File: config.mk
export PLATFORM = sky130hd
export DESIGN_NAME = instruction_queue
export DESIGN_NICKNAME = d
export VERILOG_FILES = /design/src/rtl/instruction_queue_pkg.sv /design/src/rtl/instruction_queue.sv
export SDC_FILE = /design/constraint.sdc
export NUM_CORES = 1
export LEC_CHECK = 0
export BUFFER_PORTS_ARGS = -buffer_cell sky130_fd_sc_hd__clkbuf_2
export CELL_PAD_IN_SITES_DETAIL_PLACEMENT = 0
export CELL_PAD_IN_SITES_GLOBAL_PLACEMENT = 1
export CORE_AREA = 2 2 231 403
export DETAILED_ROUTE_END_ITERATION = 8
export DIE_AREA = 0 0 233 405
export PLACE_DENSITY_LB_ADDON = 0.15
export SYNTH_ARGS = -nofsm -noshare
export SYNTH_HDL_FRONTEND = slang
export SYNTH_SLANG_ARGS = --single-unit
File: constraint.sdc
create_clock -name clk -period 3.2 [get_ports clk]
set_input_delay 0.16 -clock clk [delete_from_list [all_inputs] [get_ports clk]]
set_output_delay 0.16 -clock clk [all_outputs]
set_load 0.01 [all_outputs]
File: src/rtl/instruction_queue_pkg.sv
// Shared definitions for the instruction queue.
//   INSN_W : width of one instruction word (bits)
package instruction_queue_pkg;

    localparam int unsigned INSN_W = 32;

    typedef logic [INSN_W-1:0] insn_t;

endpackage : instruction_queue_pkg

File: src/rtl/instruction_queue.sv
// Instruction queue: a DEPTH-entry circular FIFO of 32-bit instruction words.
// Pushes come from the instruction memory response, and pops return data one cycle later.
//
// Ports:
//   clk        : sole clock, rising edge
//   rst        : synchronous reset, active-low
//   imem_rdata : instruction word to enqueue
//   imem_resp  : push strobe, imem_rdata valid this cycle
//   iq_pop     : dequeue request
//   iq_rdata   : dequeued word (registered, holds when iq_resp=0)
//   iq_resp    : one-cycle pulse following each accepted pop
module instruction_queue
    import instruction_queue_pkg::*;
#(
    parameter int unsigned DEPTH = 32,
    parameter int unsigned WIDTH = $clog2(DEPTH)
) (
    input  logic              clk,
    input  logic              rst,
    input  logic [INSN_W-1:0] imem_rdata,
    input  logic              imem_resp,
    input  logic              iq_pop,
    output logic [INSN_W-1:0] iq_rdata,
    output logic              iq_resp
);

    localparam logic [WIDTH:0] PtrOne = {{WIDTH{1'b0}}, 1'b1};

    // Pointers carry one extra wrap bit above the index bits. Because DEPTH is a power
    // of two, a plain +1 wraps the index from DEPTH-1 to 0 and toggles the wrap bit.
    logic [WIDTH:0]  head;
    logic [WIDTH:0]  tail;
    insn_t           mem [DEPTH];

    logic            empty;
    logic            full;
    logic            push_ok;
    logic            pop_ok;

    always_comb begin
        empty   = (head == tail);
        full    = (head[WIDTH-1:0] == tail[WIDTH-1:0]) && (head[WIDTH] != tail[WIDTH]);
        // Both are judged on the pre-edge state. There is no bypass when the queue is
        // empty, and a push is dropped when it is full, even if a pop is accepted too.
        push_ok = imem_resp && !full;
        pop_ok  = iq_pop && !empty;
    end

    // The storage array is not reset. The reset pointers make any stale contents unreachable.
    always_ff @(posedge clk) begin
        if (rst && push_ok) begin
            mem[tail[WIDTH-1:0]] <= imem_rdata;
        end
    end

    always_ff @(posedge clk) begin
        if (!rst) begin
            head     <= '0;
            tail     <= '0;
            iq_resp  <= 1'b0;
            iq_rdata <= '0;
        end else begin
            iq_resp <= pop_ok;
            if (push_ok) begin
                tail <= tail + PtrOne;
            end
            if (pop_ok) begin
                head     <= head + PtrOne;
                iq_rdata <= mem[head[WIDTH-1:0]];
            end
        end
    end

endmodule : instruction_queue

==> results of run 1 <==
[power by group]
part | switching [mW] | internal [mW]
sequential | 0.146 | 15.4
combinational | 1.73 | 1.58
clock | 5.03 | 6.24
[repair_timing]
action | CTS | global route
hold endpoints to repair | 10 | 0
hold buffers | 4 | 0
buffers inserted | 0 | 0
[layout make-up]
cell class                      instances  area, um2
Antenna cell                            1       2.50
Multi-Input combinational cell        688       8600
Clock inverter                         59        502
Sequential cell                      1069      31700
Clock buffer                          115       2510
Fill cell                            7144      44800
Inverter                                3       11.3
Tap cell                             1192       1490
Timing Repair Buffer                  184       1850
[worst register-to-register path, delay by kind of cell, from the launching register on]
kind                   cells  cell delay [ns]
AOI/OAI and AO/OA          4             0.79
buffers and inverters      2             0.72
muxes                      1             0.56
DFF                        1             0.52
[cell families (layout without fill, tap and decap cells)]
kind of cell | after synthesis | after routing
compound gates | 267 | 267
xor+xnor | 10 | 10
fa+ha+maj | 5 | 5
buf+inv | 117 | 361
flops | 1069 | 1069
mux | 328 | 328
other cells | 0 | 1
simple gates | 78 | 78
[layer usage]
metal,global-route usage (%),wire length [um],up-vias
met4,8.81,3630,6
met5,0,39,-
met2,45.2,62200,589
li1,-,-,8309
met3,3.24,5330,170
met1,29.3,41900,10800
[state kept, by name (all words and copies together) (netlist names)]
name / cells
iq_resp: 1
tail: 6
head: 6
iq_rdata: 32
mem: 1024
[cell usage in the layout, fill, tap and decap left out, types with 5 or more instances in the layout]
master | synthesis | routed
sky130_fd_sc_hd__nor2_1 | 42 | 8
sky130_fd_sc_hd__a22o_1 | 62 | 62
sky130_fd_sc_hd__a21oi_1 | 69 | 69
sky130_fd_sc_hd__nor2_4 | 0 | 34
sky130_fd_sc_hd__edfxtp_1 | 1024 | 1024
sky130_fd_sc_hd__ha_1 | 5 | 5
sky130_fd_sc_hd__dfxtp_1 | 45 | 41
sky130_fd_sc_hd__nand3_1 | 10 | 9
sky130_fd_sc_hd__buf_12 | 3 | 50
sky130_fd_sc_hd__clkbuf_2 | 1 | 68
sky130_fd_sc_hd__clkbuf_1 | 58 | 16
sky130_fd_sc_hd__a22oi_1 | 32 | 32
sky130_fd_sc_hd__nand3b_1 | 6 | 6
sky130_fd_sc_hd__buf_4 | 14 | 62
sky130_fd_sc_hd__clkinvlp_4 | 0 | 6
sky130_fd_sc_hd__a2111oi_2 | 20 | 20
sky130_fd_sc_hd__mux4_1 | 8 | 8
sky130_fd_sc_hd__clkinv_1 | 0 | 22
sky130_fd_sc_hd__o221ai_1 | 32 | 32
sky130_fd_sc_hd__mux4_2 | 183 | 183
sky130_fd_sc_hd__clkinv_2 | 0 | 18
sky130_fd_sc_hd__mux2i_1 | 137 | 137
sky130_fd_sc_hd__bufinv_16 | 0 | 8
sky130_fd_sc_hd__nand2_1 | 7 | 7
sky130_fd_sc_hd__xnor2_1 | 7 | 7
sky130_fd_sc_hd__a2111oi_0 | 11 | 11
sky130_fd_sc_hd__o22ai_1 | 32 | 32
sky130_fd_sc_hd__clkbuf_16 | 0 | 97
[per-stage QoR]
step,std cells,total power [mW]
after floorplan,1874,18.2
after global placement,3132,19.2
after detailed placement,3132,19.3
after CTS,3310,30.5
after global routing,3311,31.1
final,3311,30.2
[worst max-delay path by stage]
| stage | cells after the start | slack [ns] | end | startpoint |
|---|---|---|---|---|
| after global routing | 7 | 0.34 | iq_rdata[22] | head[0] |
| after global placement | 7 | 0.44 | iq_rdata[0] | head[0] |
| after floorplan | 7 | 0.06 | mem[15][0] | head[0] |
| after detailed placement | 7 | 0.48 | iq_rdata[0] | head[0] |
| after CTS | 7 | 0.47 | iq_rdata[0] | head[0] |
| final | 7 | 0.51 | iq_rdata[0] | head[0] |
==> impl_metrics.prom, run 1 <==
# TYPE chip_impl_metric gauge
chip_impl_info{name="status",value="finished, final reports clean"} 1
chip_impl_info{name="cp_cell_sequence",value="buf_12, buf_4, mux4_2, a22o_1, a2111oi_2, a21oi_1, a22o_1"} 1
chip_impl_metric{name="synth_enable_flop_cells",unit=""} 1024
chip_impl_metric{name="clock-skew-final",unit="ns"} 0.0183
chip_impl_metric{name="clock_tree.buffer_depth",unit=""} 3
chip_impl_metric{name="clock_sinks",unit=""} 1069
chip_impl_metric{name="place_ws",unit="ns"} 0.482
chip_impl_metric{name="postSynth.asyncResetShare",unit="%"} 0
chip_impl_info{name="cts_root_buffer",value="sky130_fd_sc_hd__clkbuf_16"} 1
chip_impl_metric{name="grt_start_max_net_pins",unit=""} 69
chip_impl_metric{name="required_worst_endpoint",unit="ns"} 3.77
chip_impl_metric{name="power_density",unit="mW/mm2"} 647
chip_impl_metric{name="report.final.hold_viol_count",unit=""} 0
chip_impl_metric{name="period_needed",unit="ns"} 2.69
chip_impl_info{name="ys.flop_type",value="sky130_fd_sc_hd__edfxtp_1"} 1
chip_impl_metric{name="whs_path_depth",unit=""} 1
chip_impl_metric{name="worst_slew_margin_rel",unit="%"} 25.4
chip_impl_info{name="hold_end",value="mem[15][5]"} 1
chip_impl_metric{name="track_usage",unit="%"} 24.6
chip_impl_metric{name="die_width",unit="um"} 233
chip_impl_info{name="path_common_cell",value="sky130_fd_sc_hd__a22o_1"} 1
chip_impl_metric{name="yosysTopAreaCellShare",unit="%"} 75.8
chip_impl_metric{name="synth_cell_type_count",unit=""} 45
chip_impl_metric{name="maximum_vdd_ir_drop",unit="mV"} 0.411
chip_impl_metric{name="cp_slowest_stage_delay",unit="ns"} 0.55
chip_impl_metric{name="avgSynthCellArea",unit="um2"} 21.7
chip_impl_metric{name="tns",unit="ns"} 0
chip_impl_metric{name="maxCapViolCount",unit=""} 0
chip_impl_metric{name="global_route_wire_length_before_repair",unit="um"} 159000
chip_impl_info{name="library_cell_occupying_the_most_area_in_the_post_synthesis_netlist",value="sky130_fd_sc_hd__edfxtp_1"} 1
chip_impl_metric{name="clk_pin_slew",unit="ns"} 0.07
chip_impl_info{name="tritoncts",value="done"} 1
chip_impl_info{name="holdCritPathClass",value="in -> reg"} 1
chip_impl_metric{name="reg2reg_depth",unit=""} 7
chip_impl_metric{name="insertion_delay",unit="ns"} 0.69
chip_impl_metric{name="first_global_vias",unit=""} 20900
chip_impl_metric{name="layout-area-overhead-vs-synth",unit="%"} 14.9
chip_impl_metric{name="clock.fmax",unit="MHz"} 372
chip_impl_metric{name="finalSetupViolations",unit=""} 0
chip_impl_metric{name="r2r_setup_slack",unit="ns"} 0.51
chip_impl_metric{name="synthAdderAreaFrac",unit="%"} 0.154
chip_impl_metric{name="avgViaCountPerCell",unit=""} 6.01
chip_impl_metric{name="netlist_instances",unit=""} 1874
chip_impl_metric{name="route.antenna.remaining_nets",unit=""} 0
chip_impl_metric{name="p_leak",unit="nW"} 14.3
chip_impl_metric{name="finalWorstSetupSlack",unit="ns"} 0.509
chip_impl_info{name="endpoint_kind",value="flop"} 1
chip_impl_metric{name="post_drt_wl_per_cell",unit="um"} 34.1
chip_impl_metric{name="synthMuxAreaShare",unit="%"} 14.1
chip_impl_metric{name="hpwlAfterDp",unit="um"} 62300
chip_impl_metric{name="yosysWarnings",unit=""} 0
chip_impl_metric{name="globalplace.congestion",unit=""} 0.751
chip_impl_metric{name="port_buffers",unit=""} 68
chip_impl_info{name="rsz0062_at_grt",value="no"} 1
chip_impl_metric{name="layout.core_utilization",unit="%"} 51.0
chip_impl_info{name="worstReg2RegEnd",value="iq_rdata[0]"} 1
chip_impl_metric{name="fin_hold_ws",unit="ns"} 0.0914
chip_impl_metric{name="drt_pass1_iterations",unit=""} 5
chip_impl_info{name="yosys.cell_count.top_type",value="sky130_fd_sc_hd__edfxtp_1"} 1
chip_impl_metric{name="yosys_register_bits",unit=""} 1069
chip_impl_metric{name="final-max-slew-violation-count",unit=""} 0
chip_impl_metric{name="finish.net_count",unit=""} 2081
chip_impl_metric{name="std_cell_rows",unit=""} 147
chip_impl_metric{name="aggregate_global_routing_overflow",unit=""} 0
chip_impl_metric{name="cts_buffers",unit=""} 94
chip_impl_metric{name="finalWirelength",unit="um"} 113000
chip_impl_metric{name="floorplan.die_area",unit="mm2"} 0.0944
chip_impl_info{name="critical_path.reg2reg.startpoint",value="head[0]"} 1
chip_impl_metric{name="crit_fanout",unit=""} 27
chip_impl_metric{name="critical_path_buf_inv_count",unit=""} 2
chip_impl_metric{name="cts_max_level",unit=""} 3
chip_impl_info{name="crit_type",value="reg -> reg"} 1
chip_impl_metric{name="netlist_area",unit="mm2"} 0.0406
chip_impl_metric{name="core-area",unit="mm2"} 0.0914
chip_impl_metric{name="synth.yosys.seq_area_share",unit="%"} 78.0
chip_impl_info{name="start_kind",value="flop"} 1
chip_impl_info{name="worst_path_max_delay_cell",value="sky130_fd_sc_hd__mux4_2"} 1
chip_impl_metric{name="antenna_found_initial",unit=""} 4
chip_impl_metric{name="io_pins",unit=""} 69
chip_impl_metric{name="detailed_place.area",unit="mm2"} 0.0436
chip_impl_info{name="synth_area_leaders",value="sky130_fd_sc_hd__edfxtp_1 76%, sky130_fd_sc_hd__mux4_2 10%, sky130_fd_sc_hd__mux2i_1 3.4%"} 1
chip_impl_metric{name="period_share",unit="%"} 84.1
chip_impl_metric{name="route.vias.total",unit=""} 19900
chip_impl_metric{name="worst_max_slew_pin_slew",unit="ns"} 1.12
chip_impl_metric{name="synth_xor_xnor_area_share",unit="%"} 0.216
chip_impl_info{name="combinational_family_with_the_most_area_after_synthesis",value="multiplexers"} 1
chip_impl_info{name="worstHoldStart",value="imem_rdata[5]"} 1
chip_impl_metric{name="synth-compound-area-share",unit="%"} 5.16
chip_impl_metric{name="synthesis.nets",unit=""} 1915
chip_impl_metric{name="remaining_drc_errors",unit=""} 0
chip_impl_metric{name="synthesized_area_fraction_occupied_by_and_or_nand_nor_cells",unit="%"} 0.906
chip_impl_info{name="post_synth_most_frequent_cells",value="1024 x sky130_fd_sc_hd__edfxtp_1, 183 x sky130_fd_sc_hd__mux4_2, 137 x sky130_fd_sc_hd__mux2i_1"} 1
chip_impl_metric{name="cp_data_arrival_time",unit="ns"} 3.26
chip_impl_metric{name="drtIter0Drc",unit=""} 1687
chip_impl_metric{name="design_area",unit="mm2"} 0.0466
chip_impl_metric{name="die_boundary_height",unit="um"} 405
chip_impl_info{name="path_delay_family",value="compound AO/OA/AOI/OAI gates"} 1
chip_impl_metric{name="cts-resized-gates",unit=""} 0
chip_impl_metric{name="post_route_cells_drive_above_1_share",unit="%"} 26.7
chip_impl_metric{name="initial_utilization",unit="%"} 44.4
No activity file was read; power rests on OpenSTA's default activity.
==> run 2, diff against run 1 <==
- ABC_AREA: default -> 1
- CORE_AREA: 2 2 231 403 -> 2 2 242 423
- DIE_AREA: 0 0 233 405 -> 0 0 244 425
- clock period: 3.2 -> 2.5 ns (I/O delays scaled with it)
==> run 2 against run 1 <==
  * Clock power increased by 42%
  * Synthesized cell count increased by 120%
  * Highest routed layer is now met4
  * Critical path type unchanged
  * Wire length increased by 19%
==> impl_metrics.prom, run 2 <==
# TYPE chip_impl_metric gauge
chip_impl_info{name="status",value="finished, final reports clean"} 1
chip_impl_metric{name="switchingPower",unit="mW"} 10.6
chip_impl_metric{name="std_cell_rows",unit=""} 154
chip_impl_metric{name="remaining_drc_errors",unit=""} 0
chip_impl_metric{name="tns",unit="ns"} 0
chip_impl_metric{name="max_ffs_per_register",unit=""} 1024
chip_impl_metric{name="core-area",unit="mm2"} 0.100
chip_impl_metric{name="maxCapViolCount",unit=""} 0
chip_impl_metric{name="finish.net_count",unit=""} 4273
chip_impl_metric{name="yosysWarnings",unit=""} 0
chip_impl_metric{name="p_leak",unit="nW"} 20.0
chip_impl_metric{name="required_worst_endpoint",unit="ns"} 2.88
chip_impl_metric{name="reg2reg_depth",unit=""} 8
chip_impl_metric{name="avgViaCountPerCell",unit=""} 5.25
chip_impl_metric{name="clock-skew-final",unit="ns"} 0.0260
chip_impl_info{name="final_cell_mix",value="1391 x sky130_fd_sc_hd__nand2_1, 1024 x sky130_fd_sc_hd__edfxtp_1, 620 x sky130_fd_sc_hd__nand3_1, 424 x sky130_fd_sc_hd__inv_1, 200 x sky130_fd_sc_hd__nor2_1"} 1
chip_impl_metric{name="critical_path_buf_inv_count",unit=""} 1
chip_impl_metric{name="finalSetupViolations",unit=""} 0
chip_impl_info{name="final_common_cell",value="sky130_fd_sc_hd__nand2_1"} 1
chip_impl_metric{name="fillers",unit=""} 8882
chip_impl_metric{name="worst_slew_margin_rel",unit="%"} 30.8
chip_impl_info{name="endpoint_kind",value="flop"} 1
chip_impl_metric{name="synthesis.nets",unit=""} 4192
chip_impl_metric{name="clock_tree.buffer_depth",unit=""} 3
chip_impl_metric{name="netlist_instances",unit=""} 4151
chip_impl_metric{name="initial_utilization",unit="%"} 44.6
chip_impl_metric{name="layout-area-overhead-vs-synth",unit="%"} 14.5
chip_impl_info{name="synth_area_leaders",value="sky130_fd_sc_hd__edfxtp_1 69%, sky130_fd_sc_hd__nand2_1 12%, sky130_fd_sc_hd__nand3_1 6.9%"} 1
chip_impl_metric{name="power_density",unit="mW/mm2"} 803
chip_impl_info{name="yosys.cell_count.top_type",value="sky130_fd_sc_hd__nand2_1"} 1
chip_impl_metric{name="antenna_found_initial",unit=""} 0
chip_impl_info{name="critical_path.startpoint",value="tail[3]"} 1
chip_impl_metric{name="track_usage",unit="%"} 26.2
chip_impl_metric{name="final-max-slew-violation-count",unit=""} 0
chip_impl_metric{name="maximum_vdd_ir_drop",unit="mV"} 0.675
chip_impl_metric{name="r2r_setup_slack",unit="ns"} 0.11
chip_impl_metric{name="synth_cell_type_count",unit=""} 30
chip_impl_metric{name="cp_slowest_stage_delay",unit="ns"} 0.48
chip_impl_metric{name="clock_sinks",unit=""} 1069
chip_impl_metric{name="hpwlAfterDp",unit="um"} 74900
chip_impl_metric{name="globalplace.congestion",unit=""} 0.804
chip_impl_metric{name="synth.yosys.seq_area_share",unit="%"} 70.8
chip_impl_info{name="critical_path.reg2reg.startpoint",value="tail[3]"} 1
chip_impl_metric{name="finalWirelength",unit="um"} 135000
chip_impl_metric{name="die_width",unit="um"} 244
chip_impl_info{name="ys.flop_type",value="sky130_fd_sc_hd__edfxtp_1"} 1
chip_impl_info{name="cts_root_buffer",value="sky130_fd_sc_hd__clkbuf_16"} 1
chip_impl_metric{name="cts_buffers",unit=""} 98
chip_impl_metric{name="grt_start_max_net_pins",unit=""} 120
chip_impl_metric{name="period_needed",unit="ns"} 2.39
chip_impl_metric{name="cp_data_arrival_time",unit="ns"} 2.76
chip_impl_metric{name="route.vias.total",unit=""} 29600
chip_impl_metric{name="detailed_place.area",unit="mm2"} 0.0478
chip_impl_metric{name="clk_pin_slew",unit="ns"} 0.07
chip_impl_metric{name="route.antenna.remaining_nets",unit=""} 0
chip_impl_metric{name="drt_pass1_iterations",unit=""} 5
chip_impl_info{name="holdCritPathClass",value="in -> reg"} 1
chip_impl_metric{name="internal_power",unit="mW"} 30.5
chip_impl_metric{name="fin_hold_ws",unit="ns"} 0.0594
chip_impl_metric{name="netlist_area",unit="mm2"} 0.0447
chip_impl_metric{name="worst_max_slew_pin_slew",unit="ns"} 1.04
chip_impl_metric{name="design_area",unit="mm2"} 0.0512
chip_impl_info{name="start_kind",value="flop"} 1
chip_impl_metric{name="synth_enable_flop_cells",unit=""} 1024
chip_impl_metric{name="switching_share",unit="%"} 25.8
chip_impl_metric{name="avgSynthCellArea",unit="um2"} 10.8
chip_impl_metric{name="share_clk_of_total_power",unit="%"} 39.0
chip_impl_metric{name="yosys_register_bits",unit=""} 1069
chip_impl_metric{name="final_cell_count_no_fill",unit=""} 5643
chip_impl_metric{name="combinationalPowerShare",unit="%"} 12.7
chip_impl_info{name="cp_cell_sequence",value="xor2_1, nor3_2, nand3_2, nand2_2, nor2_4, nand2_2, nor2_4, buf_4"} 1
chip_impl_info{name="path_delay_family",value="simple AND/OR/NAND/NOR gates"} 1
chip_impl_metric{name="post_route_cells_drive_above_1_share",unit="%"} 10.1
chip_impl_metric{name="whs_path_depth",unit=""} 1
chip_impl_metric{name="clock.fmax",unit="MHz"} 419
chip_impl_metric{name="global_route_wire_length_before_repair",unit="um"} 197000
chip_impl_info{name="tritoncts",value="done"} 1
chip_impl_metric{name="port_buffers",unit=""} 68
chip_impl_metric{name="first_global_vias",unit=""} 29200
chip_impl_metric{name="report.final.hold_viol_count",unit=""} 0
chip_impl_info{name="hold_end",value="mem[23][10]"} 1
chip_impl_metric{name="postSynth.asyncResetShare",unit="%"} 0
chip_impl_info{name="worstHoldStart",value="imem_rdata[10]"} 1
chip_impl_metric{name="drtIter0Drc",unit=""} 2362
chip_impl_metric{name="die_boundary_height",unit="um"} 425
chip_impl_metric{name="crit_fanout",unit=""} 12
chip_impl_info{name="post_synth_most_frequent_cells",value="1392 x sky130_fd_sc_hd__nand2_1, 1024 x sky130_fd_sc_hd__edfxtp_1, 620 x sky130_fd_sc_hd__nand3_1"} 1
chip_impl_metric{name="period_share",unit="%"} 95.5
chip_impl_metric{name="io_pins",unit=""} 69
chip_impl_metric{name="post_drt_wl_per_cell",unit="um"} 23.9
chip_impl_info{name="rsz0062_at_grt",value="yes"} 1
chip_impl_metric{name="placed_cells",unit=""} 5456
chip_impl_info{name="worstReg2RegEnd",value="mem[17][10]"} 1
chip_impl_info{name="library_cell_occupying_the_most_area_in_the_post_synthesis_netlist",value="sky130_fd_sc_hd__edfxtp_1"} 1
chip_impl_metric{name="aggregate_global_routing_overflow",unit=""} 0
chip_impl_info{name="crit_type",value="reg -> reg"} 1
chip_impl_metric{name="yosysTopAreaCellShare",unit="%"} 68.7
chip_impl_info{name="worst_path_max_delay_cell",value="sky130_fd_sc_hd__dfxtp_1"} 1
chip_impl_metric{name="cts_max_level",unit=""} 3
chip_impl_metric{name="pwr-share-seq",unit="%"} 48.3
chip_impl_metric{name="floorplan.die_area",unit="mm2"} 0.104
chip_impl_metric{name="insertion_delay",unit="ns"} 0.72
-- run 2: cell types whose count changed after synthesis, sizes merged, moves of 115 or more --
cell | before | now
buf | 55 | 170
inv | 3 | 433
mux2i | 137 | 0
mux4 | 191 | 0
nand2 | 7 | 1408
nand3 | 10 | 621
nor2 | 42 | 233
-- run 2: kinds of logic after synthesis --
logic type | share of synthesized area (%)
buf+inv | 6.31
compound gates | 1.70
flops | 70.8
fa+ha+maj | 0.140
simple gates | 20.9
xor+xnor | 0.176
-- run 2: worst register-to-register path, delay by kind of cell, from the launching register on --
| kind | cells | cell delay [ns] |
|---|---|---|
| xor gates and xnor gates | 1 | 0.26 |
| DFF | 1 | 0.48 |
| and+or+nand+nor | 6 | 0.95 |
| buffers and inverters | 1 | 0.34 |
-- run 2: how the worst max path moves through the flow --
stage / depth (start not counted) / endpoint
3_5_place_dp: 8 / mem[17][9]
6_report: 8 / mem[17][10]
3_3_place_gp: 8 / mem[17][12]
5_1_grt: 8 / mem[18][31]
4_1_cts: 8 / mem[17][18]
2_1_floorplan: 10 / mem[0][0]
-- run 2: repair_timing --
item / CTS / global route
endpoints found under the setup margin: 0 / 49
setup buffers: 0 / 0
hold endpoints to repair: 10 / 0
gates resized for setup: 0 / 1
hold buffers: 2 / 0
-- run 2: per-stage QoR --
stage               worst slack (ns)  util [%]  total power, mW
floorplan                     -0.493         -             23.5
global placement              0.0699      47.6             25.5
detailed placement             0.130      47.6             25.5
CTS                            0.108      51.0             41.5
global route                 -0.0606      51.0             42.6
finish                         0.113      51.0             41.1
-- run 2: power groups by stage --
stage                     clock network, mW  logic (mW)  registers, mW
after global routing                   17.0        5.76           19.9
after floorplan                           0        3.28           20.2
final                                  16.0        5.20           19.9
after detailed placement                  0        5.25           20.3
after CTS                              16.3        5.27           19.9
after global placement                    0        5.25           20.3
-- run 2: layout make-up --
class / count / area [um2] / share of cell area, %
Antenna cell: 1 / 2.50 / 0.00489
Tap cell: 1326 / 1660 / 3.24
Clock inverter: 59 / 771 / 1.51
Sequential cell: 1069 / 31700 / 61.8
Multi-Input combinational cell: 2424 / 10500 / 20.5
Clock buffer: 125 / 2640 / 5.15
Timing Repair Buffer: 206 / 2310 / 4.51
Inverter: 433 / 1660 / 3.24
-- run 2: metal layers --
layer / up-vias / share of wire (%) / GRT usage, %
met5: - / 0 / 0
met4: 0 / 3.0 / 9.09
met3: 193 / 4.1 / 2.30
met2: 767 / 52 / 47.0
met1: 14800 / 41 / 33.3
li1: 13900 / - / -
